## config.mk

```make
export PLATFORM = sky130hd
export DESIGN_NAME = i2c_byte_engine
export DESIGN_NICKNAME = d
export VERILOG_FILES = /design/src/rtl/i2c_pkg.sv /design/src/rtl/i2c_quarter_tick.sv /design/src/rtl/i2c_byte_engine.sv
export SDC_FILE = /design/constraint.sdc
export NUM_CORES = 1
export LEC_CHECK = 0
export ABC_AREA = 1
export CORE_MARGIN = 10
export CORE_UTILIZATION = 45
export DETAILED_ROUTE_END_ITERATION = 10
export HOLD_SLACK_MARGIN = 0.06
export PLACE_DENSITY_LB_ADDON = 0.3
export SLEW_MARGIN = 25
export SYNTH_ARGS = -nofsm -noshare
export SYNTH_HDL_FRONTEND = slang
export SYNTH_HIERARCHICAL = 1
export SYNTH_SLANG_ARGS = --single-unit
```

## constraint.sdc

```tcl
create_clock -name Clk -period 2.8 [get_ports Clk]
set_clock_uncertainty 0.2 [all_clocks]
set_input_delay 0.84 -clock Clk [delete_from_list [all_inputs] [get_ports Clk]]
set_output_delay 0.84 -clock Clk [all_outputs]
set_load 0.01 [all_outputs]
```

## src/rtl/i2c_pkg.sv

```systemverilog
// Shared types and constants for the I2C byte engine: FSM states, quarter
// phases and acknowledge bus levels.
package i2c_pkg;

    typedef enum logic [2:0] {
        IDLE,
        START,
        DATA,
        ACK,
        STOP
    } state_t;

    localparam logic [1:0] Q0 = 2'd0;
    localparam logic [1:0] Q1 = 2'd1;
    localparam logic [1:0] Q2 = 2'd2;
    localparam logic [1:0] Q3 = 2'd3;

    // Named I2C_ACK/I2C_NACK so they do not collide with the ACK state literal.
    localparam logic I2C_ACK  = 1'b0;
    localparam logic I2C_NACK = 1'b1;

endpackage

```

## src/rtl/i2c_quarter_tick.sv

```systemverilog
// SCL quarter-period divider: counts 0..CLK_DIV-1 and ticks on the last count.
// Clr holds it at zero while idle; Stall holds it at zero while SCL is stretched.
module i2c_quarter_tick #(
    parameter int CLK_DIV = 250
) (
    input  logic Clk,
    input  logic Rst,
    input  logic Clr,
    input  logic Stall,
    output logic Tick
);

    localparam int W = (CLK_DIV > 1) ? $clog2(CLK_DIV) : 1;

    logic [W-1:0] cnt;

    assign Tick = !Clr && !Stall && (cnt == W'(CLK_DIV - 1));

    always_ff @(posedge Clk or posedge Rst) begin
        if (Rst) begin
            cnt <= '0;
        end else if (Clr || Stall || Tick) begin
            cnt <= '0;
        end else begin
            cnt <= cnt + 1'b1;
        end
    end

endmodule

```

## src/rtl/i2c_byte_engine.sv

```systemverilog
// Bit-level I2C master: optional START, 8 data bits, ACK slot, optional STOP.
// Define I2C_CLK_STRETCH_EN to let a slave stretch SCL in the q2 phases.
module i2c_byte_engine
    import i2c_pkg::*;
#(
    parameter int CLK_DIV = 250,
    parameter int SIZE    = 8
) (
    input  logic            Clk,
    input  logic            Rst,
    input  logic            Start,
    input  logic            Start_cond,
    input  logic            Stop_cond,
    input  logic            Rw,
    input  logic [SIZE-1:0] Data_in,
    input  logic            Ack_in,
    input  logic            Scl_i,
    input  logic            Sda_i,
    output logic            Scl_oe,
    output logic            Sda_oe,
    output logic            Busy,
    output logic            Done,
    output logic [SIZE-1:0] Data_out,
    output logic            Ack_out
);

    state_t          state, nxt_state;
    logic [1:0]      q, nxt_q;
    logic [2:0]      bit_cnt, nxt_cnt;
    logic [SIZE-1:0] tx_r, tx_e;
    logic            rw_r, ack_r, stop_r;
    logic            rw_e, ack_e, stop_e;
    logic            accept, finish, tick, stall, upd;
    logic [1:0]      drv;

    assign accept = (state == IDLE) && Start;
    assign tx_e   = accept ? Data_in   : tx_r;
    assign rw_e   = accept ? Rw        : rw_r;
    assign ack_e  = accept ? Ack_in    : ack_r;
    assign stop_e = accept ? Stop_cond : stop_r;
    assign upd    = accept || tick;

`ifdef I2C_CLK_STRETCH_EN
    assign stall = ((state == DATA) || (state == ACK) || (state == STOP)) && (q == Q2) && !Scl_i;
`else
    assign stall = 1'b0 & Scl_i;
`endif

    i2c_quarter_tick #(.CLK_DIV(CLK_DIV)) u_tick (
        .Clk   (Clk),
        .Rst   (Rst),
        .Clr   (state == IDLE),
        .Stall (stall),
        .Tick  (tick)
    );

    always_comb begin
        nxt_state = state;
        nxt_q     = q;
        nxt_cnt   = bit_cnt;
        finish    = 1'b0;
        if (state == IDLE) begin
            if (Start) begin
                nxt_state = Start_cond ? START : DATA;
                nxt_q     = Q0;
                nxt_cnt   = 3'd7;
            end
        end else if (tick) begin
            nxt_q = q + 2'd1;
            if (q == Q3) begin
                case (state)
                    START: begin
                        nxt_state = DATA;
                        nxt_cnt   = 3'd7;
                    end
                    DATA: begin
                        if (bit_cnt == 3'd0) nxt_state = ACK;
                        else                 nxt_cnt   = bit_cnt - 3'd1;
                    end
                    ACK: begin
                        if (stop_r) begin
                            nxt_state = STOP;
                        end else begin
                            nxt_state = IDLE;
                            finish    = 1'b1;
                        end
                    end
                    default: begin
                        nxt_state = IDLE;
                        finish    = 1'b1;
                    end
                endcase
            end
        end
    end

    // Line drive {Scl_oe, Sda_oe} for the phase being entered.
    always_comb begin
        drv = {Scl_oe, Sda_oe};
        case (nxt_state)
            IDLE:  drv = {~stop_e, 1'b0};
            START: begin
                case (nxt_q)
                    Q0:      drv = {Scl_oe, 1'b0};
                    Q1:      drv = 2'b00;
                    default: drv = 2'b01;
                endcase
            end
            DATA, ACK: begin
                case (nxt_q)
                    Q0: drv = {1'b1, (nxt_state == DATA) ? (~rw_e & ~tx_e[nxt_cnt])
                                                         : (rw_e & ~ack_e)};
                    Q1:      drv = {1'b1, Sda_oe};
                    default: drv = {1'b0, Sda_oe};
                endcase
            end
            STOP: begin
                case (nxt_q)
                    Q0, Q1:  drv = 2'b11;
                    Q2:      drv = 2'b01;
                    default: drv = 2'b00;
                endcase
            end
            default: drv = 2'b00;
        endcase
    end

    always_ff @(posedge Clk or posedge Rst) begin
        if (Rst) begin
            state    <= IDLE;
            q        <= Q0;
            bit_cnt  <= 3'd0;
            tx_r     <= '0;
            rw_r     <= 1'b0;
            ack_r    <= I2C_NACK;
            stop_r   <= 1'b0;
            Busy     <= 1'b0;
            Done     <= 1'b0;
            Data_out <= '0;
            Ack_out  <= I2C_NACK;
            Scl_oe   <= 1'b0;
            Sda_oe   <= 1'b0;
        end else begin
            state   <= nxt_state;
            q       <= nxt_q;
            bit_cnt <= nxt_cnt;
            Done    <= finish;
            if (accept) begin
                tx_r   <= Data_in;
                rw_r   <= Rw;
                ack_r  <= Ack_in;
                stop_r <= Stop_cond;
                Busy   <= 1'b1;
            end
            if (finish) Busy <= 1'b0;
            if (upd) {Scl_oe, Sda_oe} <= drv;
            // Bus is sampled on the tick that ends q2, i.e. mid SCL-high.
            if (tick && (q == Q2)) begin
                if ((state == DATA) && rw_r)  Data_out <= {Data_out[SIZE-2:0], Sda_i};
                if ((state == ACK)  && !rw_r) Ack_out  <= Sda_i;
            end
        end
    end

endmodule

```

==> results of run 1 <==
[state kept, by name, summed over array words and instances, names as in the netlist]
name        flops
Data_out        8
tx_r            8
u_tick/cnt      8
bit_cnt         3
state           3
q               2
Ack_out         1
Busy            1
Done            1
Scl_oe          1
Sda_oe          1
ack_r           1
rw_r            1
stop_r          1
[repair_timing]
action,4_1_cts,5_1_grt
buffers inserted,0,2
endpoints found under the hold margin,0,0
resized for setup,0,24
endpoints found under the setup margin,0,2
[worst min-delay path, cell delays in order (launching register included)]
cell     delay, ns
dfrtp_1       0.34
nand2_1       0.05
nand2_1       0.05
[worst max-delay path by stage]
| stage | start | to | slack [ns] | cells past startpoint |
|---|---|---|---|---|
| floorplan | u_tick/cnt[1] | Scl_oe | 0.26 | 15 |
| global placement | Start | Sda_oe | 0.06 | 14 |
| detailed placement | Start | Sda_oe | 0.03 | 14 |
| CTS | u_tick/cnt[1] | Scl_oe | 0.01 | 15 |
| global route | u_tick/cnt[1] | Sda_oe | -0.09 | 22 |
| finish | u_tick/cnt[1] | Scl_oe | 0.14 | 15 |
[power groups by stage]
stage                     clock network [mW]  logic (mW)  registers [mW]
after floorplan                            0       0.602           0.806
after detailed placement                   0       0.794           0.814
after global routing                   0.435       0.988           0.833
final                                  0.390       0.875           0.814
after CTS                              0.409       0.803           0.804
after global placement                     0       0.774           0.810
[per-stage QoR]
step / setup TNS (ns) / setup slack, ns / hold WS [ns] / util [%]
floorplan: 0 / 0.259 / 0.245 / -
global placement: 0 / 0.0572 / 0.263 / 55.3
detailed placement: 0 / 0.0308 / 0.266 / 55.3
CTS: 0 / 0.0110 / 0.285 / 57.2
global route: -0.100 / -0.0870 / 0.315 / 59.5
finish: 0 / 0.144 / 0.275 / 59.5
[cell type report]
| class | count | area [um2] | area share [%] |
|---|---|---|---|
| Multi-Input combinational cell | 194 | 1120 | 39.8 |
| Sequential cell | 40 | 1000 | 35.7 |
| Timing Repair Buffer | 40 | 370 | 13.2 |
| Inverter | 35 | 144 | 5.12 |
| Clock buffer | 8 | 90.1 | 3.21 |
| Tap cell | 67 | 83.8 | 2.98 |
[cell usage in the layout (no fill, tap or decap), drive strengths merged, types with 6 or more instances in the layout]
master	n
nor2	32
o21ai	14
buf	12
inv	34
nand2	87
ha	6
clkdlybuf4s50	28
clkbuf	8
nand3	25
a21oi	9
dfrtp	38
[metal layers]
layer | vias up | routed length (um) | GRT usage, % | part of all wire, %
li1 | 945 | - | - | -
met1 | 840 | 2090 | 12.4 | 46
met2 | 39 | 2180 | 18.3 | 48
met3 | 6 | 221 | 3.57 | 4.8
met4 | 0 | 73 | 5.70 | 1.6
met5 | - | 0 | 0 | 0
[cell usage after synthesis (all sizes together)]
cell / number
nor3: 3
o31ai: 1
mux2: 2
a31oi: 1
buf: 2
a21oi: 9
o21a: 1
dfstp: 2
ha: 6
clkbuf: 1
nand4: 3
and2: 1
nor2: 32
o21bai: 2
xnor2: 2
conb: 1
xor2: 2
dfrtp: 38
o22ai: 1
inv: 35
o21ai: 14
nand2: 87
nand3: 25
[cells by family after synthesis]
group	after synthesis	synth area share [%]
AOI/OAI and AO/OA	29	8.31
adders and majority gates	6	3.42
DFF	40	45.7
other	1	0.171
xor gates and xnor gates	4	1.59
buffers and inverters	38	7.69
muxes	2	1.02
and+or+nand+nor	151	32.1
==> run_results.csv, run 1 <==
group,metric,value,unit
cts,cts_root_buffer,"clkbuf_8",
setup_path,r2r_slack,0.14,ns
setup_path,end_kind,"register",
min_path,hold_path.class,"register to register",
floorplan,io-pin-count,30,
floorplan,rows,25,
cts,numClockSinks,40,
setup_path,setup.worst_path.start_class,"register",
setup_path,worst_ep_required_time,2.78,ns
setup_path,r2r_start,"u_tick/cnt[1]",
logic_synthesis,ys_top_cells_by_area,"dfrtp_1 43%, nand2_1 12%, nand3_1 5.2%",
drt,routed_via_density,4.77,
drt,dr_total_vias,1830,
final_layout,drive_gt1_share,20.2,%
power_and_ir_drop,power_frac_clock,18.8,%
sta,min_period,2.66,ns
min_path,worstHoldEndpoint,"Sda_oe",
cts,cts_made_buffers,5,
setup_path,cp_max_fo,8,
grt,track_usage,11.1,%
floorplan,die_h,89.9,um
drt,first_pass_iters,6,
cts,clock_latency,0.29,ns
setup_path,r2r-end,"Scl_oe",
power_and_ir_drop,swShare,39.2,%
logic_synthesis,synth_top_area_share,43.3,%
grt,grt_pass1_vias,1714,
power_and_ir_drop,p_int,1.26,mW
sta,rsz0062_at_grt,"true",
logic_synthesis,ys_seq_area_share,45.7,%
grt,overflow,0,
cts,tritoncts,"done",
place,dpl_cell_area,0.00261,mm2
grt,grt_start_max_net_pins,33,
min_path,hold_start,"Sda_oe",
setup_path,crit_slowest_cell,"dfrtp_1",
sta,post-route-period-util,94.8,%
setup_path,critical_path.max_stage_delay,0.41,ns
logic_synthesis,yosys.area.top_type,"dfrtp_1",
power_and_ir_drop,p_total,2.08,mW
cts,htree_num_levels,2,
drt,drt_iter0_markers,95,
setup_path,critPathKind,"register to register",
power_and_ir_drop,seqPwrFrac,39.1,%
drt,wl_per_cell,11.9,um
power_and_ir_drop,power_density,740,mW/mm2
setup_path,r2r_cells,15,
floorplan,initial_core_util,46.5,%
final_layout,syn2layout_area_growth,27.9,%
logic_synthesis,netlist_area,0.00220,mm2
setup_path,cp.arrival,2.64,ns
power_and_ir_drop,p_sw,0.816,mW
cts,path_clk_slew,0.07,ns
final_layout,antenna-diode-count,0,
logic_synthesis,yosysUniqueCellTypes,38,
setup_path,critPathTopFamily,"simple AND/OR/NAND/NOR gates",
logic_synthesis,yosys_register_bits,40,
floorplan,die_w,89.9,um
sta,slew_violations,0,
floorplan,die-area,0.00808,mm2
min_path,worst_hold_path.num_cells,2,
power_and_ir_drop,pwr-share-comb,42.1,%
flow_run,drv_cap,0,
setup_path,critPathBufInv,3,
sta,setup_viol,0,
drt,routed_wl,4.57,mm
grt,antenna_found_initial,0,
final_layout,fin_cells,384,
power_and_ir_drop,ir_worst_vdd,0.000431,V
place,gp_congestion,0.833,
power_and_ir_drop,p_leak,1.31,nW
sta,fmax,377,MHz
final_layout,fin_area,0.00281,mm2
logic_synthesis,synthCells,271,
place,dpl.hpwl,3.36,mm
outcome,status,"completed",
setup_path,cp_cell_sequence,"inv_2 > ha_4 > inv_2 > nor2_4 > nand3_4 > nor3_4 > nand2_2 > clkinv_4 > nand3_4 > and2_4 > a31oi_4 > nor2_1 > nand3_1 > nand2_1 > mux2_1",
sta,finalHoldViolCount,0,
cts,cts_hold_buf,0,
final_layout,nets,339,
cts,clock_path_buffers,2,
place,placedCellCount,374,
drt,drcViolationCount,0,
logic_synthesis,yosys_warnings,6,
floorplan,fp.coreArea,0.00472,mm2
final_layout,fillers,425,
logic_synthesis,avgSynthCellArea,8.11,um2
drt,ant_nets,0,
place,numPortBuffers,28,
grt,grt_pass1_wl,7.45,mm
Power figures use the tool's default switching activity.
==> inputs of run 2 (changes only) <==
--- a/config.mk
+++ b/config.mk
@@ -8,7 +8,9 @@
 export ABC_AREA = 1
 export CORE_MARGIN = 10
 export CORE_UTILIZATION = 45
+export CTS_CLUSTER_SIZE = 30
 export DETAILED_ROUTE_END_ITERATION = 10
+export GPL_TIMING_DRIVEN = 0
 export HOLD_SLACK_MARGIN = 0.06
 export PLACE_DENSITY_LB_ADDON = 0.3
 export SLEW_MARGIN = 25
==> run 2 against run 1 <==
  * Global-route usage rose by 0.51 points
  * Sequential share of layout area rose by 0.70 points
  * Die area did not move
  * Combinational power fell by 6.3%
  * Fmax barely moved
  * First-iteration DRC count fell by 6.3%
  * Critical endpoint is now Sda_oe
  * Critical path type unchanged
  * Via count fell by 0.71%
  * Worst hold slack improved by 0.0045 ns
  * Core utilization fell by 1.1 points
  * Routed wire length fell by 2.5%
==> run_results.csv, run 2 (same netlist as run 1, synthesis figures left out) <==
group,metric,value,unit
power_and_ir_drop,p_leak,1.29,nW
setup_path,cp_max_fo,8,
final_layout,drive_gt1_share,18.4,%
cts,tritoncts,"done",
power_and_ir_drop,ir_worst_vdd,0.000409,V
drt,routed_wl,4.45,mm
sta,finalHoldViolCount,0,
setup_path,end_kind,"register",
final_layout,nets,332,
cts,cts_made_buffers,5,
setup_path,worst_ep_required_time,2.79,ns
setup_path,cpMostUsedCell,"nand2_1",
final_layout,antenna-diode-count,0,
floorplan,die_h,89.9,um
sta,rsz0062_at_grt,"true",
final_layout,layout_common_cells,"72 x nand2_1, 38 x dfrtp_1, 28 x inv_1, 28 x clkdlybuf4s50_1, 26 x nor2_1",
sta,fin_hold_ws,0.279,ns
floorplan,fp.coreArea,0.00472,mm2
min_path,hold_path.class,"register to register",
sta,post-route-period-util,94.8,%
floorplan,die-area,0.00808,mm2
drt,drt_iter0_markers,89,
sta,setup_viol,0,
setup_path,critPathKind,"register to register",
drt,dr_total_vias,1817,
outcome,status,"completed",
final_layout,final_common_cell,"nand2_1",
final_layout,largestRegisters,"Data_out (8), tx_r (8), u_tick/cnt (8)",
drt,drcViolationCount,0,
setup_path,crit_slowest_cell,"dfrtp_1",
drt,wl_per_cell,11.8,um
cts,clock_latency,0.29,ns
cts,path_clk_slew,0.08,ns
final_layout,fin_util,58.4,%
grt,grt_pass1_vias,1860,
drt,first_pass_iters,4,
setup_path,cp.arrival,2.64,ns
cts,htree_num_levels,2,
cts,cts_root_buffer,"clkbuf_8",
grt,track_usage,11.6,%
place,dpl.hpwl,3.33,mm
sta,slew-limit-headroom,54.9,%
drt,routed_via_density,4.82,
drt,ant_nets,0,
floorplan,die_w,89.9,um
grt,antenna_found_initial,0,
place,gp_congestion,0.852,
floorplan,io-pin-count,30,
grt,grt_start_max_net_pins,33,
sta,fmax,377,MHz
sta,slew_violations,0,
power_and_ir_drop,p_total,2.15,mW
flow_run,drv_cap,0,
sta,setup_tns,0,ns
sta,setup_slack,0.146,ns
place,dp_slack,-0.101,ns
setup_path,setup.worst_path.start_class,"register",
sta,min_period,2.65,ns
cts,cts_hold_buf,0,
grt,overflow,0,
floorplan,initial_core_util,46.5,%
floorplan,rows,25,
setup_path,critical_path.max_stage_delay,0.39,ns
sta,tightest_slew,0.675,ns
grt,grt_pass1_wl,8.07,mm
final_layout,syn2layout_area_growth,25.5,%
setup_path,cp_cell_sequence,"inv_1 > ha_1 > inv_1 > nor2_2 > nand3_2 > nor3_4 > nand2_2 > inv_4 > nand3_1 > and2_4 > nand2_1 > o21ai_0 > nand2_1 > o21ai_2 > inv_1 > nand3_1 > nand3_1 > nand2_1 > nand2_1 > nand2_1 > nand2_1 > nand2_1",
place,numPortBuffers,28,
cts,clock_path_buffers,2,
power_and_ir_drop,power_density,778,mW/mm2
cts,numClockSinks,40,
## run 2: cell count changes in the layout (fill, tap and decap cells not counted), moves of 2 or more
cell | before | now
nor2_2 | 2 | 4
buf_4 | 12 | 2
nand3_4 | 3 | 0
nand3_2 | 1 | 3
o21ai_1 | 4 | 2
o21ai_0 | 7 | 9
## run 2: worst paths after layout
path / startpoint / endpoint / slack (ns) / depth (start not counted)
max: u_tick/cnt[1] / Sda_oe / 0.15 / 22
min: tx_r[0] / tx_r[0] / 0.28 / 2
max reg2reg: u_tick/cnt[1] / Sda_oe / 0.15 / 22
min reg2reg: tx_r[0] / tx_r[0] / 0.28 / 2
max in group asynchronous: Rst / Data_out[6] / 1.17 / 2
min in group asynchronous: Rst / u_tick/cnt[2] / 0.65 / 2
## run 2: power by group
| part | internal [mW] | switching [mW] | total [mW] |
|---|---|---|---|
| clock network | 0.315 | 0.199 | 0.513 |
| registers | 0.719 | 0.0932 | 0.813 |
| logic | 0.320 | 0.499 | 0.820 |
## run 2: layout make-up
class | count | area, um2
plain buffers | 3 | 30.0
clock buffers | 7 | 96.3
clock inverters | 1 | 30.0
fillers | 412 | 1970
inverters | 35 | 141
multi-input cells | 194 | 1080
flip-flops and latches | 40 | 1000
well taps | 67 | 83.8
repair buffers | 30 | 295
## run 2: repair_timing
action                     in CTS  in global routing
pin swaps                       1                  4
setup endpoints to repair       2                 10
buffers inserted                1                  1
resized for setup               2                 11
## run 2: stage by stage
stage                     instance area (um2)  cells
after global placement                   2560    367
after floorplan                          2200    272
after detailed placement                 2560    367
final                                    2760    377
after CTS                                2710    376
after global routing                     2760    377
## run 2: layer usage
metal | wire (um) | GRT usage (%)
met5 | 0 | 0
met1 | 2070 | 13.7
met4 | 57 | 4.51
met3 | 200 | 2.91
met2 | 2130 | 19.6
## run 2: critical path, delay by kind of cell (launching register included)
family / cells / cell delay [ns]
simple gates: 15 / 1.37
compound gates: 2 / 0.15
buf+inv: 4 / 0.30
flops: 1 / 0.39
fa+ha+maj: 1 / 0.14
==> inputs of run 3 (changes only) <==
--- a/config.mk
+++ b/config.mk
@@ -10,6 +10,7 @@
 export CORE_UTILIZATION = 45
 export CTS_CLUSTER_SIZE = 30
 export DETAILED_ROUTE_END_ITERATION = 10
+export DONT_BUFFER_PORTS = 1
 export GPL_TIMING_DRIVEN = 0
 export HOLD_SLACK_MARGIN = 0.06
 export PLACE_DENSITY_LB_ADDON = 0.3
==> run 3 against run 2 <==
  * Clock power shrank 9.7%
  * Global-route usage rose by 0.12 points
  * Sequential share of layout area up 4.0 points
  * Sequential power grew 1%
  * Die area stayed put
  * Final cell count decreased by 6.4%
  * Critical path type unchanged
==> run_results.csv, run 3 (same netlist as run 1, synthesis figures left out) <==
group,metric,value,unit
outcome,status,"completed",
setup_path,critical_path.max_stage_delay,0.38,ns
place,placedCellCount,339,
sta,slew-limit-headroom,55.3,%
setup_path,critPathBufInv,4,
setup_path,setup.worst_path.start_class,"register",
setup_path,worst_ep_required_time,2.77,ns
grt,antenna_found_initial,0,
setup_path,crit_slowest_cell,"dfrtp_1",
sta,min_period,2.60,ns
grt,grt_pass1_vias,1713,
cts,cts_root_buffer,"clkbuf_8",
power_and_ir_drop,power_density,824,mW/mm2
drt,wl_per_cell,12.7,um
final_layout,nets,308,
grt,grt_start_max_net_pins,33,
drt,first_pass_iters,4,
setup_path,r2r-end,"Scl_oe",
drt,ant_nets,0,
final_layout,largestRegisters,"Data_out (8), tx_r (8), u_tick/cnt (8)",
sta,fmax,385,MHz
final_layout,layout_common_cells,"73 x nand2_1, 38 x dfrtp_1, 28 x inv_1, 26 x nor2_1, 22 x nand3_1",
flow_run,drv_cap,0,
setup_path,r2r_slack,0.20,ns
grt,grt_pass1_wl,8.04,mm
final_layout,drive_gt1_share,20.3,%
cts,numClockSinks,40,
power_and_ir_drop,p_leak,1.20,nW
setup_path,cp_cell_sequence,"inv_1 > ha_1 > inv_1 > nor2_2 > nand3_2 > nor3_4 > nand2_2 > inv_4 > buf_4 > nand2_1 > nand2_1 > nor2_1 > nor2_1 > nand3_1 > nand2_1 > mux2_1",
setup_path,cp.arrival,2.57,ns
floorplan,initial_core_util,46.5,%
sta,setup_viol,0,
min_path,hold_path.class,"input port to asynchronous set/reset pin",
place,dpl.hpwl,3.30,mm
setup_path,r2r_cells,16,
drt,routed_wl,4.48,mm
floorplan,fp.coreArea,0.00472,mm2
grt,overflow,0,
cts,clock_latency,0.29,ns
drt,drt_iter0_markers,87,
sta,finalHoldViolCount,0,
floorplan,die_h,89.9,um
sta,rsz0062_at_grt,"true",
cts,path_clk_slew,0.08,ns
cts,htree_num_levels,2,
drt,dr_total_vias,1697,
final_layout,fin_cells,353,
sta,fin_hold_ws,0.185,ns
grt,track_usage,11.7,%
setup_path,r2r_start,"u_tick/cnt[1]",
place,gp_congestion,0.841,
power_and_ir_drop,ir_worst_vdd,0.000553,V
drt,drcViolationCount,0,
cts,clock_path_buffers,2,
setup_path,cpMostUsedCell,"nand2_1",
floorplan,rows,25,
final_layout,antenna-diode-count,0,
sta,tightest_slew,0.670,ns
floorplan,die-area,0.00808,mm2
sta,slew_violations,0,
setup_path,critPathKind,"register to register",
sta,post-route-period-util,92.8,%
final_layout,syn2layout_area_growth,12.9,%
setup_path,critPathTopFamily,"simple AND/OR/NAND/NOR gates",
cts,tritoncts,"done",
cts,cts_made_buffers,5,
setup_path,end_kind,"register",
drt,routed_via_density,4.81,
floorplan,io-pin-count,30,
place,numPortBuffers,0,
setup_path,cp_max_fo,7,
final_layout,final_common_cell,"nand2_1",
floorplan,die_w,89.9,um
==> run 3: cell type report <==
type,instances,area (um2)
tap,67,83.8
sequential,40,1000
inverter,35,141
clock buffer,6,72.6
multi-input combinational,194,1070
timing repair buffer,6,45.0
clock inverter,2,35.0
buffer,3,30.0
fill,455,2240
==> run 3: worst max-delay path by stage <==
stage	cells after the start	endpoint	from
global placement	22	Sda_oe	u_tick/cnt[1]
global route	20	Sda_oe	u_tick/cnt[1]
CTS	22	Sda_oe	u_tick/cnt[1]
floorplan	15	Scl_oe	u_tick/cnt[1]
detailed placement	22	Sda_oe	u_tick/cnt[1]
finish	16	Scl_oe	u_tick/cnt[1]
==> run 3: through the flow <==
step / setup slack (ns) / util (%) / cell area (um2) / TNS [ns] / power, mW
final: 0.202 / 52.5 / 2480 / 0 / 2.05
after global routing: -0.0405 / 52.5 / 2480 / -0.0676 / 2.21
after CTS: 0.00152 / 51.5 / 2430 / 0 / 2.05
after detailed placement: -0.108 / 48.4 / 2280 / -0.209 / 1.56
after global placement: -0.0405 / 48.4 / 2280 / -0.0781 / 1.54
after floorplan: 0.259 / - / 2200 / 0 / 1.41
==> run 3: report_power, final <==
| group | internal [mW] | switching (mW) | leakage (nW) | total [mW] |
|---|---|---|---|---|
| registers | 0.719 | 0.101 | 0.482 | 0.821 |
| clock network | 0.265 | 0.198 | 0.0552 | 0.463 |
| logic | 0.282 | 0.480 | 0.658 | 0.762 |
==> run 3: worst register-to-register path: cells and delay by family, from the launching register on <==
| kind | cells | cell delay (ns) |
|---|---|---|
| adders and majority gates | 1 | 0.14 |
| buffers and inverters | 4 | 0.33 |
| DFF | 1 | 0.38 |
| muxes | 1 | 0.31 |
| and+or+nand+nor | 10 | 1.13 |
==> run 3: timing repair <==
item                       in CTS  in global routing
pin swaps                       2                  4
hold endpoints to repair        0                  0
hold buffers                    0                  0
setup endpoints to repair       2                 10
buffers inserted                2                  4
resized for setup               5                  6
==> run 3: layer usage <==
metal / share of wire (%) / GRT usage (%) / vias to the layer above
met1: 45 / 13.8 / 782
met2: 47 / 19.4 / 31
met5: 0 / 0 / -
met4: 0.47 / 2.39 / 0
li1: - / - / 880
met3: 7.2 / 4.82 / 4
